--- config.mk ---
export PLATFORM = sky130hd
export DESIGN_NAME = gpio_vector_monitor
export DESIGN_NICKNAME = d
export VERILOG_FILES = /design/src/rtl/gpio_vector_pkg.sv /design/src/rtl/gpio_vector_sync.sv /design/src/rtl/gpio_vector_monitor.sv
export SDC_FILE = /design/constraint.sdc
export NUM_CORES = 1
export LEC_CHECK = 0
export CORE_MARGIN = 4
export CORE_UTILIZATION = 55
export CTS_CLUSTER_DIAMETER = 60
export DETAILED_ROUTE_END_ITERATION = 7
export PLACE_DENSITY = 0.88
export SLEW_MARGIN = 20
export SYNTH_ARGS = -nofsm -noshare
export SYNTH_HDL_FRONTEND = slang
export SYNTH_SLANG_ARGS = --single-unit
--- constraint.sdc ---
create_clock -name clock -period 7.35 [get_ports clock]
set_input_delay 1.47 -clock clock [delete_from_list [all_inputs] [get_ports clock]]
set_output_delay 1.47 -clock clock [all_outputs]
set_load 0.005 [all_outputs]
--- src/rtl/gpio_vector_pkg.sv ---
// Shared types and helpers for the GPIO vector monitor.
package gpio_vector_pkg;

  typedef enum logic [2:0] {
    StIdle,
    StWaitStart,
    StTrack,
    StPass,
    StFail
  } state_e;

  localparam int unsigned ERRCNT_W = 16;

  function automatic int unsigned timer_width(input int unsigned timeout);
    return (timeout < 1) ? 1 : $clog2(timeout + 1);
  endfunction

endpackage

--- src/rtl/gpio_vector_sync.sv ---
// WIDTH x STAGES flop synchroniser for an asynchronous input vector.
module gpio_vector_sync #(
  parameter int unsigned WIDTH  = 8,
  parameter int unsigned STAGES = 2
) (
  input  logic             clk_i,
  input  logic             rst_i,
  input  logic [WIDTH-1:0] d_i,
  output logic [WIDTH-1:0] q_o
);

  logic [STAGES-1:0][WIDTH-1:0] stage_q;

  always_ff @(posedge clk_i or posedge rst_i) begin
    if (rst_i) begin
      stage_q <= '0;
    end else begin
      stage_q <= {stage_q[STAGES-2:0], d_i};
    end
  end

  assign q_o = stage_q[STAGES-1];

endmodule

--- src/rtl/gpio_vector_monitor.sv ---
// On-chip checker for a counting pattern on a GPIO slice; sticky pass/fail/timeout status.
// Optional mismatch counting/resync build: define GPIO_VECTOR_MONITOR_ERRCNT_EN.
module gpio_vector_monitor
  import gpio_vector_pkg::*;
#(
  parameter int unsigned WIDTH       = 8,
  parameter int unsigned START       = 0,
  parameter int unsigned END         = 33,
  parameter int unsigned STEP        = 1,
  parameter int unsigned TIMEOUT     = 24000,
  parameter int unsigned SYNC_STAGES = 2
) (
  input  logic                clock,
  input  logic                reset,
  input  logic                enable,
  input  logic [WIDTH-1:0]    vec_in,
  output logic                busy,
  output logic                pass,
  output logic                fail,
  output logic                timeout,
  output logic [WIDTH-1:0]    last_value,
  output logic [ERRCNT_W-1:0] err_count
);

  localparam int unsigned TimerW = timer_width(TIMEOUT);
  localparam logic [WIDTH-1:0] StartV = WIDTH'(START);
  localparam logic [WIDTH-1:0] EndV = WIDTH'(END);
  localparam logic [WIDTH-1:0] StepV = WIDTH'(STEP);
  localparam logic [TimerW-1:0] TimerLast = TimerW'(TIMEOUT - 1);
  localparam logic [TimerW-1:0] TimerMax = TimerW'(TIMEOUT);

  state_e              state_q;
  logic                busy_q, pass_q, fail_q, timeout_q;
  logic [WIDTH-1:0]    last_q;
  logic [TimerW-1:0]   timer_q;
  logic [WIDTH-1:0]    sample;
  logic [WIDTH-1:0]    expected;
  logic [TimerW-1:0]   timer_inc;
`ifdef GPIO_VECTOR_MONITOR_ERRCNT_EN
  logic [ERRCNT_W-1:0] err_q;
`endif

  gpio_vector_sync #(
    .WIDTH  (WIDTH),
    .STAGES (SYNC_STAGES)
  ) u_sync (
    .clk_i (clock),
    .rst_i (reset),
    .d_i   (vec_in),
    .q_o   (sample)
  );

  assign expected  = last_q + StepV;
  assign timer_inc = (timer_q == TimerMax) ? timer_q : timer_q + 1'b1;

  always_ff @(posedge clock or posedge reset) begin
    if (reset) begin
      state_q   <= StIdle;
      busy_q    <= 1'b0;
      pass_q    <= 1'b0;
      fail_q    <= 1'b0;
      timeout_q <= 1'b0;
      last_q    <= '0;
      timer_q   <= '0;
`ifdef GPIO_VECTOR_MONITOR_ERRCNT_EN
      err_q     <= '0;
`endif
    end else if (!enable) begin
      // Silent abort: flags clear, last value and error count are kept.
      state_q   <= StIdle;
      busy_q    <= 1'b0;
      pass_q    <= 1'b0;
      fail_q    <= 1'b0;
      timeout_q <= 1'b0;
      timer_q   <= '0;
    end else begin
      unique case (state_q)
        StIdle: begin
          state_q <= StWaitStart;
          busy_q  <= 1'b1;
          timer_q <= '0;
`ifdef GPIO_VECTOR_MONITOR_ERRCNT_EN
          err_q   <= '0;
`endif
        end
        StWaitStart: begin
          if (sample == StartV) begin
            last_q  <= StartV;
            timer_q <= '0;
            if (StartV == EndV) begin
              state_q <= StPass;
              busy_q  <= 1'b0;
              pass_q  <= 1'b1;
            end else begin
              state_q <= StTrack;
            end
          end else if (timer_q >= TimerLast) begin
            state_q   <= StFail;
            busy_q    <= 1'b0;
            fail_q    <= 1'b1;
            timeout_q <= 1'b1;
          end else begin
            timer_q <= timer_inc;
          end
        end
        StTrack: begin
          // Accept is tested first so it wins over a same-cycle timeout.
          if (sample == expected) begin
            last_q  <= sample;
            timer_q <= '0;
            if (sample == EndV) begin
              state_q <= StPass;
              busy_q  <= 1'b0;
              pass_q  <= 1'b1;
            end
          end else if (sample == last_q) begin
            if (timer_q >= TimerLast) begin
              state_q   <= StFail;
              busy_q    <= 1'b0;
              fail_q    <= 1'b1;
              timeout_q <= 1'b1;
            end else begin
              timer_q <= timer_inc;
            end
          end else begin
`ifdef GPIO_VECTOR_MONITOR_ERRCNT_EN
            if (err_q != '1) begin
              err_q <= err_q + 1'b1;
            end
            last_q  <= sample;
            timer_q <= '0;
`else
            state_q   <= StFail;
            busy_q    <= 1'b0;
            fail_q    <= 1'b1;
            timeout_q <= 1'b0;
`endif
          end
        end
        StPass, StFail: begin
        end
        default: state_q <= StIdle;
      endcase
    end
  end

  assign busy       = busy_q;
  assign pass       = pass_q;
  assign fail       = fail_q;
  assign timeout    = timeout_q;
  assign last_value = last_q;
`ifdef GPIO_VECTOR_MONITOR_ERRCNT_EN
  assign err_count  = err_q;
`else
  assign err_count  = '0;
`endif

endmodule

==> key figures, run 1 <==
Logic synthesis
  • Syn Inst Count: 250
  • Area of the mapped netlist: 2449 um^2
  • Synth Warn #: 0
  • Synthesized area per cell: 9.794 um^2
  • Post-synthesis compound-gate area fraction: 0.1804
  • Synth Area in Adders: 0.01533
  • Largest family of logic cells by synthesized area: compound AO/OA/AOI/OAI gates
  • Fraction of registers with async set/reset: 1.000
  • Post-synth EDFFs: 0
  • Post-synth top area share: 0.4701
  • Xor/xnor share of the synthesized area: 0.03935
  • Count leader, synth: dfrtp_1
  • Post-Synth Simple-Gate Area: 0.1650
  • Count of cell types in the netlist: 48
  • Top FF cell, synth: dfrtp_1
  • Area leader, netlist: dfrtp_1
  • Sequential fraction of the synthesis area: 0.4701
  • Mux cell area share after synthesis: 0.03679
  • Top post-synthesis cells by area: dfrtp_1 (47%), buf_4 (4.9%), a21oi_1 (3.7%), mux2i_1 (3.7%), nand2_1 (2.9%)
  • Seq cells post-synth: 46
  • List of most frequent post-synthesis cells: dfrtp_1 (46), nand2_1 (19), a21oi_1 (18), inv_1 (18), buf_4 (16)

Timing
  • Setup tns final: 0 ps
  • Fin. max-slew vios: 0
  • Worst Skew: 8.737 ps
  • Setup violations, final: 0
  • Period minus WS final: 3090 ps
  • Worst Hold Margin: 342.7 ps
  • Final Hold Viols: 0
  • Max-slew headroom: 0.3422
  • FMAX: 0.3237 GHz
  • Worst-Margin Slew: 980.1 ps
  • RSZ-0062 raised after global routing: false
  • Fraction of the cycle the final worst path needs: 0.4204

Setup path
  • Reg2reg setup slack: 4340 ps
  • Type of the worst setup path: in -> reg
  • Worst r2r dst: timer_q[9]
  • Slowest-stage cell, CP: clkdlybuf4s50_1
  • Worst Setup End Kind: flip-flop
  • Crit path to: timer_q[7]
  • Crit-path max FO: 27
  • Critical-path cell list: clkdlybuf4s50_1 > a21oi_1 > o21ai_4 > or4_1 > a21oi_1
  • Crit path DAT: 3310 ps
  • Cell mode on critical path: a21oi_1
  • Critical path startpoint category: input port
  • Critical Path RT: 7570 ps
  • Crit Reg-Reg Startpoint: last_value[0]
  • FF-to-FF path depth: 8
  • Worst path max stage delay: 630 ps
  • Worst Setup SP: enable

Floorplan
  • Die Area: 5584 um^2
  • I/O pins: 39
  • Rows: 24
  • DIE HEIGHT: 74.73 um
  • Die W: 74.73 um
  • Core ar.: 4324 um^2
  • Starting Density: 0.5663

Routing
  • Drt pass-1 iters: 4
  • DR WL/cell: 14.29 um
  • DR vias: 1892
  • DRC viols: 0
  • DRT Wirelength: 4.657 mm
  • Via-to-Cell Ratio: 5.804
  • Initial DRC count: 199
  • Final ANT Viol Nets: 0

GRT
  • First-pass GRT wire length: 7.776 mm
  • Initial antenna violation count: 0
  • Overflow after GRT: 0
  • Number of global-route vias before repair: 1803
  • Total track usage: 0.1808
  • Pin count of the biggest net entering global routing: 47

Pwr
  • Comb power frac: 0.104
  • Power share of the clock group: 0.366
  • P per Cell Area: 186.2 nW/um^2
  • VDD IR max: 0.1358 mV
  • Net Sw Power: 127.1 uW
  • Switching share of power: 0.2471
  • Register share of total power: 0.530
  • Tot Pwr: 514.5 uW
  • Leak: 1.217 nW
  • Internal power: 387.4 uW

Layout
  • Finished Layout Cells: 326
  • Layout cells sized above 1: 0.04745
  • Nets: 287
  • Diodes inserted: 0
  • Syn-to-layout area delta: 12.83%
  • Core Util, Final: 0.6389
  • Layout fillers: 344

Placed design
  • Post-DP HPWL: 3.176 mm
  • PortBufs: 22
  • GPL Wtd Cong: 0.9140
  • Placed insts: 318

CTS
  • Post-CTS Hold Buffers: 0
  • Cts bufs inserted: 5
  • Clk pin slew, worst setup/hold paths: 90 ps
  • Later-pin clock latency in the skew report: 300 ps
  • Clock sinks: 46
  • H-tree depth: 2
  • Clock Tree Buf Depth: 2
  • Gates resized, CTS repair: 0
  • CTS tree: built
  • Postcts setup bufs: 0
  • Root buffer cell: clkbuf_8

Min path
  • Hold Path Depth: 0
  • Worst hold path type: reg -> reg

Run status
  • Status: complete, no violations

Flow run
  • Max-cap check violation count: 0
kinds of logic (layout without fill, tap and decap cells):
logic type | count (synthesis) | after routing
simple gates | 78 | 78
compound gates | 61 | 61
flops | 46 | 46
buf+inv | 41 | 50
xor+xnor | 11 | 11
mux | 9 | 9
fa+ha+maj | 3 | 3
other cells | 1 | 16
metrics by stage:
stage / setup slack (ps) / area (um^2)
after floorplan: 4657 / 2505
after global placement: 3988 / 2649
after detailed placement: 3938 / 2649
after CTS: 4258 / 2763
after global routing: 4063 / 2763
final: 4260 / 2763
area by class of cell:
| type | instances | area [um^2] | share of cell area |
|---|---|---|---|
| Clock buffer | 5 | 68.82 | 0.02491 |
| Clock inverter | 3 | 45.04 | 0.01630 |
| Inverter | 18 | 67.56 | 0.02446 |
| Multi-Input combinational cell | 178 | 1130 | 0.4090 |
| Sequential cell | 46 | 1151 | 0.4167 |
| Tap cell | 52 | 65.06 | 0.02355 |
| Timing Repair Buffer | 24 | 235.2 | 0.08515 |
sequential cells by signal (all words and copies together) (netlist names):
signal and cells:
pass 1, timeout 1, timer_q 15, u_sync.stage_q 8, u_sync.q_o 8, state_q 3, last_value 8, fail 1
busy 1
cells in the final DEF (no fill, tap or decap), types with 3 or more instances in the layout:
cell              n
or3_1             8
o21a_1            5
nor2_1           12
o21ba_1           3
nor4_1            4
ha_1              3
clkdlybuf4s50_1  22
nand4_1           7
o21ai_0           8
nor3_1            5
inv_1            17
xor2_1            7
mux2i_1           9
dfrtp_1          46
conb_1           16
xnor2_1           4
nand3_1           9
clkbuf_8          5
nand2_1          19
or4_1             3
o32ai_1           4
a21oi_1          18
o31ai_1           3
worst min path at each step:
| stage | startpoint | slack [ps] | endpoint |
|---|---|---|---|
| finish | u_sync.stage_q[3] | 340 | u_sync.q_o[3] |
| global route | u_sync.stage_q[6] | 360 | u_sync.q_o[6] |
| CTS | u_sync.stage_q[3] | 350 | u_sync.q_o[3] |
| detailed placement | u_sync.stage_q[3] | 330 | u_sync.q_o[3] |
| global placement | u_sync.stage_q[6] | 330 | u_sync.q_o[6] |
| floorplan | u_sync.stage_q[0] | 330 | u_sync.q_o[0] |
per-layer routing:
metal | global-route usage | share of wire
met5 | 0 | 0
met4 | 0.08498 | 0.017
met3 | 0.04272 | 0.051
met2 | 0.3034 | 0.51
met1 | 0.2200 | 0.43
worst max-delay path: cells and delay by family:
| kind | cells | cell delay (ps) |
|---|---|---|
| compound gates | 3 | 690 |
| simple gates | 1 | 520 |
| buf+inv | 1 | 630 |
power by group through the flow:
stage          Combinational (mW)  Clock, mW  Sequential, mW
2_1_floorplan              0.0410          0           0.275
3_3_place_gp               0.0515          0           0.277
3_5_place_dp               0.0532          0           0.277
4_1_cts                    0.0538      0.192           0.272
5_1_grt                    0.0606      0.205           0.274
6_report                   0.0537      0.188           0.272
No activity file was read; power rests on OpenSTA's default activity.
==> inputs of run 2 (changes only) <==
--- a/config.mk
+++ b/config.mk
@@ -6,10 +6,10 @@
 export NUM_CORES = 1
 export LEC_CHECK = 0
 export CORE_MARGIN = 4
-export CORE_UTILIZATION = 55
+export CORE_UTILIZATION = 53
 export CTS_CLUSTER_DIAMETER = 60
 export DETAILED_ROUTE_END_ITERATION = 7
-export PLACE_DENSITY = 0.88
+export PLACE_DENSITY = 0.85
 export SLEW_MARGIN = 20
 export SYNTH_ARGS = -nofsm -noshare
 export SYNTH_HDL_FRONTEND = slang
==> constraint.sdc (replaced) <==
create_clock -name clock -period 3.1 [get_ports clock]
set_input_delay 0.62 -clock clock [delete_from_list [all_inputs] [get_ports clock]]
set_output_delay 0.62 -clock clock [all_outputs]
set_load 0.005 [all_outputs]
==> key figures, run 2 (synthesis results as in run 1) <==
Run status
  • Status: complete, no violations (unchanged)

Setup path
  • Crit path DAT: 2890 ps (was 3310 ps)
  • Critical Path RT: 3330 ps (was 7570 ps)
  • Crit-path max FO: 27 (unchanged)
  • Crit Reg-Reg Startpoint: last_value[0] (unchanged)
  • Critical path startpoint category: flip-flop (was input port)
  • FF-to-FF path depth: 8 (unchanged)
  • Type of the worst setup path: reg -> reg (was in -> reg)
  • Worst Setup End Kind: flip-flop (unchanged)
  • Worst Setup SP: last_value[0] (was enable)

CTS
  • Postcts setup bufs: 0 (unchanged)
  • Cts bufs inserted: 5 (unchanged)
  • Later-pin clock latency in the skew report: 310 ps (was 300 ps)
  • Clk pin slew, worst setup/hold paths: 90 ps (about the same)
  • Clock Tree Buf Depth: 2 (unchanged)
  • CTS tree: built (unchanged)
  • Gates resized, CTS repair: 0 (unchanged)
  • Root buffer cell: clkbuf_8 (unchanged)
  • Post-CTS Hold Buffers: 0 (unchanged)
  • H-tree depth: 2 (unchanged)
  • Clock sinks: 46 (unchanged)

Layout
  • Diodes inserted: 0 (unchanged)
  • Layout fillers: 358 (was 344)
  • Top reg by flops: timer_q (unchanged)
  • Multi-input logic area: 1130 um^2 (unchanged)
  • Most common cell after layout, fill and taps aside: dfrtp_1 (unchanged)
  • Nets: 289 (was 287)
  • Layout cells sized above 1: 0.05435 (was 0.04745)
  • Commonest cells after routing, fill and taps aside: dfrtp_1 (46), clkdlybuf4s50_1 (22), nand2_1 (19) (unchanged)
  • Max FFs per register: 15 (unchanged)
  • Syn-to-layout area delta: 12.62% (was 12.83%)
  • Design area: 2758 um^2 (was 2763 um^2)
  • Sequential cell area: 1151 um^2 (unchanged)

Timing
  • Fraction of the cycle the final worst path needs: 0.8589
  • Worst Skew: 7.443 ps (was 8.737 ps)
  • Fin. max-slew vios: 0 (unchanged)
  • FMAX: 0.3756 GHz
  • Worst Setup Slack, final: 437.4 ps (was 4260 ps)
  • Final Hold Viols: 0 (unchanged)
  • Worst-Margin Slew: 618.1 ps (was 980.1 ps)
  • Setup violations, final: 0 (unchanged)
  • RSZ-0062 raised after global routing: false (unchanged)
  • Period minus WS final: 2663 ps
  • Max-slew headroom: 0.5867 (was 0.3422)
  • Setup tns final: 0 ps (unchanged)

Pwr
  • VDD IR max: 0.3265 mV (was 0.1358 mV)
  • Tot Pwr: 1.151 mW (was 514.5 uW)
  • P per Cell Area: 417.2 nW/um^2 (was 186.2 nW/um^2)
  • Leak: 1.221 nW (was 1.217 nW)

Floorplan
  • Core ar.: 4414 um^2 (was 4324 um^2)
  • Starting Density: 0.5547 (was 0.5663)
  • DIE HEIGHT: 75.97 um (was 74.73 um)
  • Rows: 24 (unchanged)
  • I/O pins: 39 (unchanged)
  • Die Area: 5771 um^2 (was 5584 um^2)
  • Die W: 75.97 um (was 74.73 um)

Placed design
  • Post-DP HPWL: 3.381 mm (was 3.176 mm)
  • GPL Wtd Cong: 0.9041 (was 0.9140)
  • Dpl ws: 440.9 ps (was 3938 ps)
  • DP Area: 2664 um^2 (was 2649 um^2)
  • PortBufs: 22 (unchanged)

GRT
  • Overflow after GRT: 0 (unchanged)
  • First-pass GRT wire length: 8.066 mm (was 7.776 mm)
  • Total track usage: 0.1688 (was 0.1808)
  • Pin count of the biggest net entering global routing: 47 (unchanged)
  • Initial antenna violation count: 0 (unchanged)
  • Number of global-route vias before repair: 1780 (was 1803)

Routing
  • DR WL/cell: 14.42 um (was 14.29 um)
  • Via-to-Cell Ratio: 5.796 (was 5.804)
  • DR vias: 1901 (was 1892)
  • Final ANT Viol Nets: 0 (unchanged)
  • DRC viols: 0 (unchanged)
  • Drt pass-1 iters: 4 (unchanged)
  • DRT Wirelength: 4.731 mm (was 4.657 mm)
  • Initial DRC count: 150 (was 199)

Min path
  • Min-delay src: u_sync.stage_q[1] (was u_sync.stage_q[3])
  • Hold Path Depth: 0 (unchanged)
  • Worst hold path type: reg -> reg (unchanged)

Flow run
  • Max-cap check violation count: 0 (unchanged)
-- run 2: final cells by class --
type | count | area share
inverter | 18 | 0.02450
clock buffer | 5 | 0.02495
sequential | 46 | 0.4174
multi-input combinational | 178 | 0.4097
timing repair buffer | 26 | 0.09074
clock inverter | 3 | 0.009074
tap | 52 | 0.02359
-- run 2: worst paths after layout --
kind                                     end  slack, ps
setup / recovery                  timer_q[7]        440
hold / removal                 u_sync.q_o[1]        350
setup reg to reg                  timer_q[7]        440
hold reg to reg                u_sync.q_o[1]        350
max in group asynchronous      last_value[3]       1980
min in group asynchronous  u_sync.stage_q[6]        750
-- run 2: worst max-delay path, stage by stage, from the launching register on --
cell       delay [ps]
dfrtp_1           450
ha_1              250
and3_1            180
a31oi_1           170
o2111ai_1         190
a211oi_4          420
o21ai_4           250
or4_1             510
a21oi_1           150
-- run 2: stage by stage --
stage	std cells	utilization	hold WS [ps]
final	328	0.6247	354.1
after floorplan	265	-	331.2
after global routing	328	0.6247	364.4
after detailed placement	320	0.6035	334.7
after CTS	328	0.6247	356.2
after global placement	320	0.6035	331.7
-- run 2: where the power goes --
part           internal [mW]  switching (mW)
Clock                  0.163           0.212
Combinational         0.0606          0.0679
Sequential             0.620          0.0271
-- run 2: layer usage --
metal	vias to the layer above	routed length, um	GRT usage
li1	913	-	-
met1	918	2127	0.2281
met2	65	2264	0.2534
met3	5	270	0.03901
met4	0	70	0.08363
met5	-	0	0
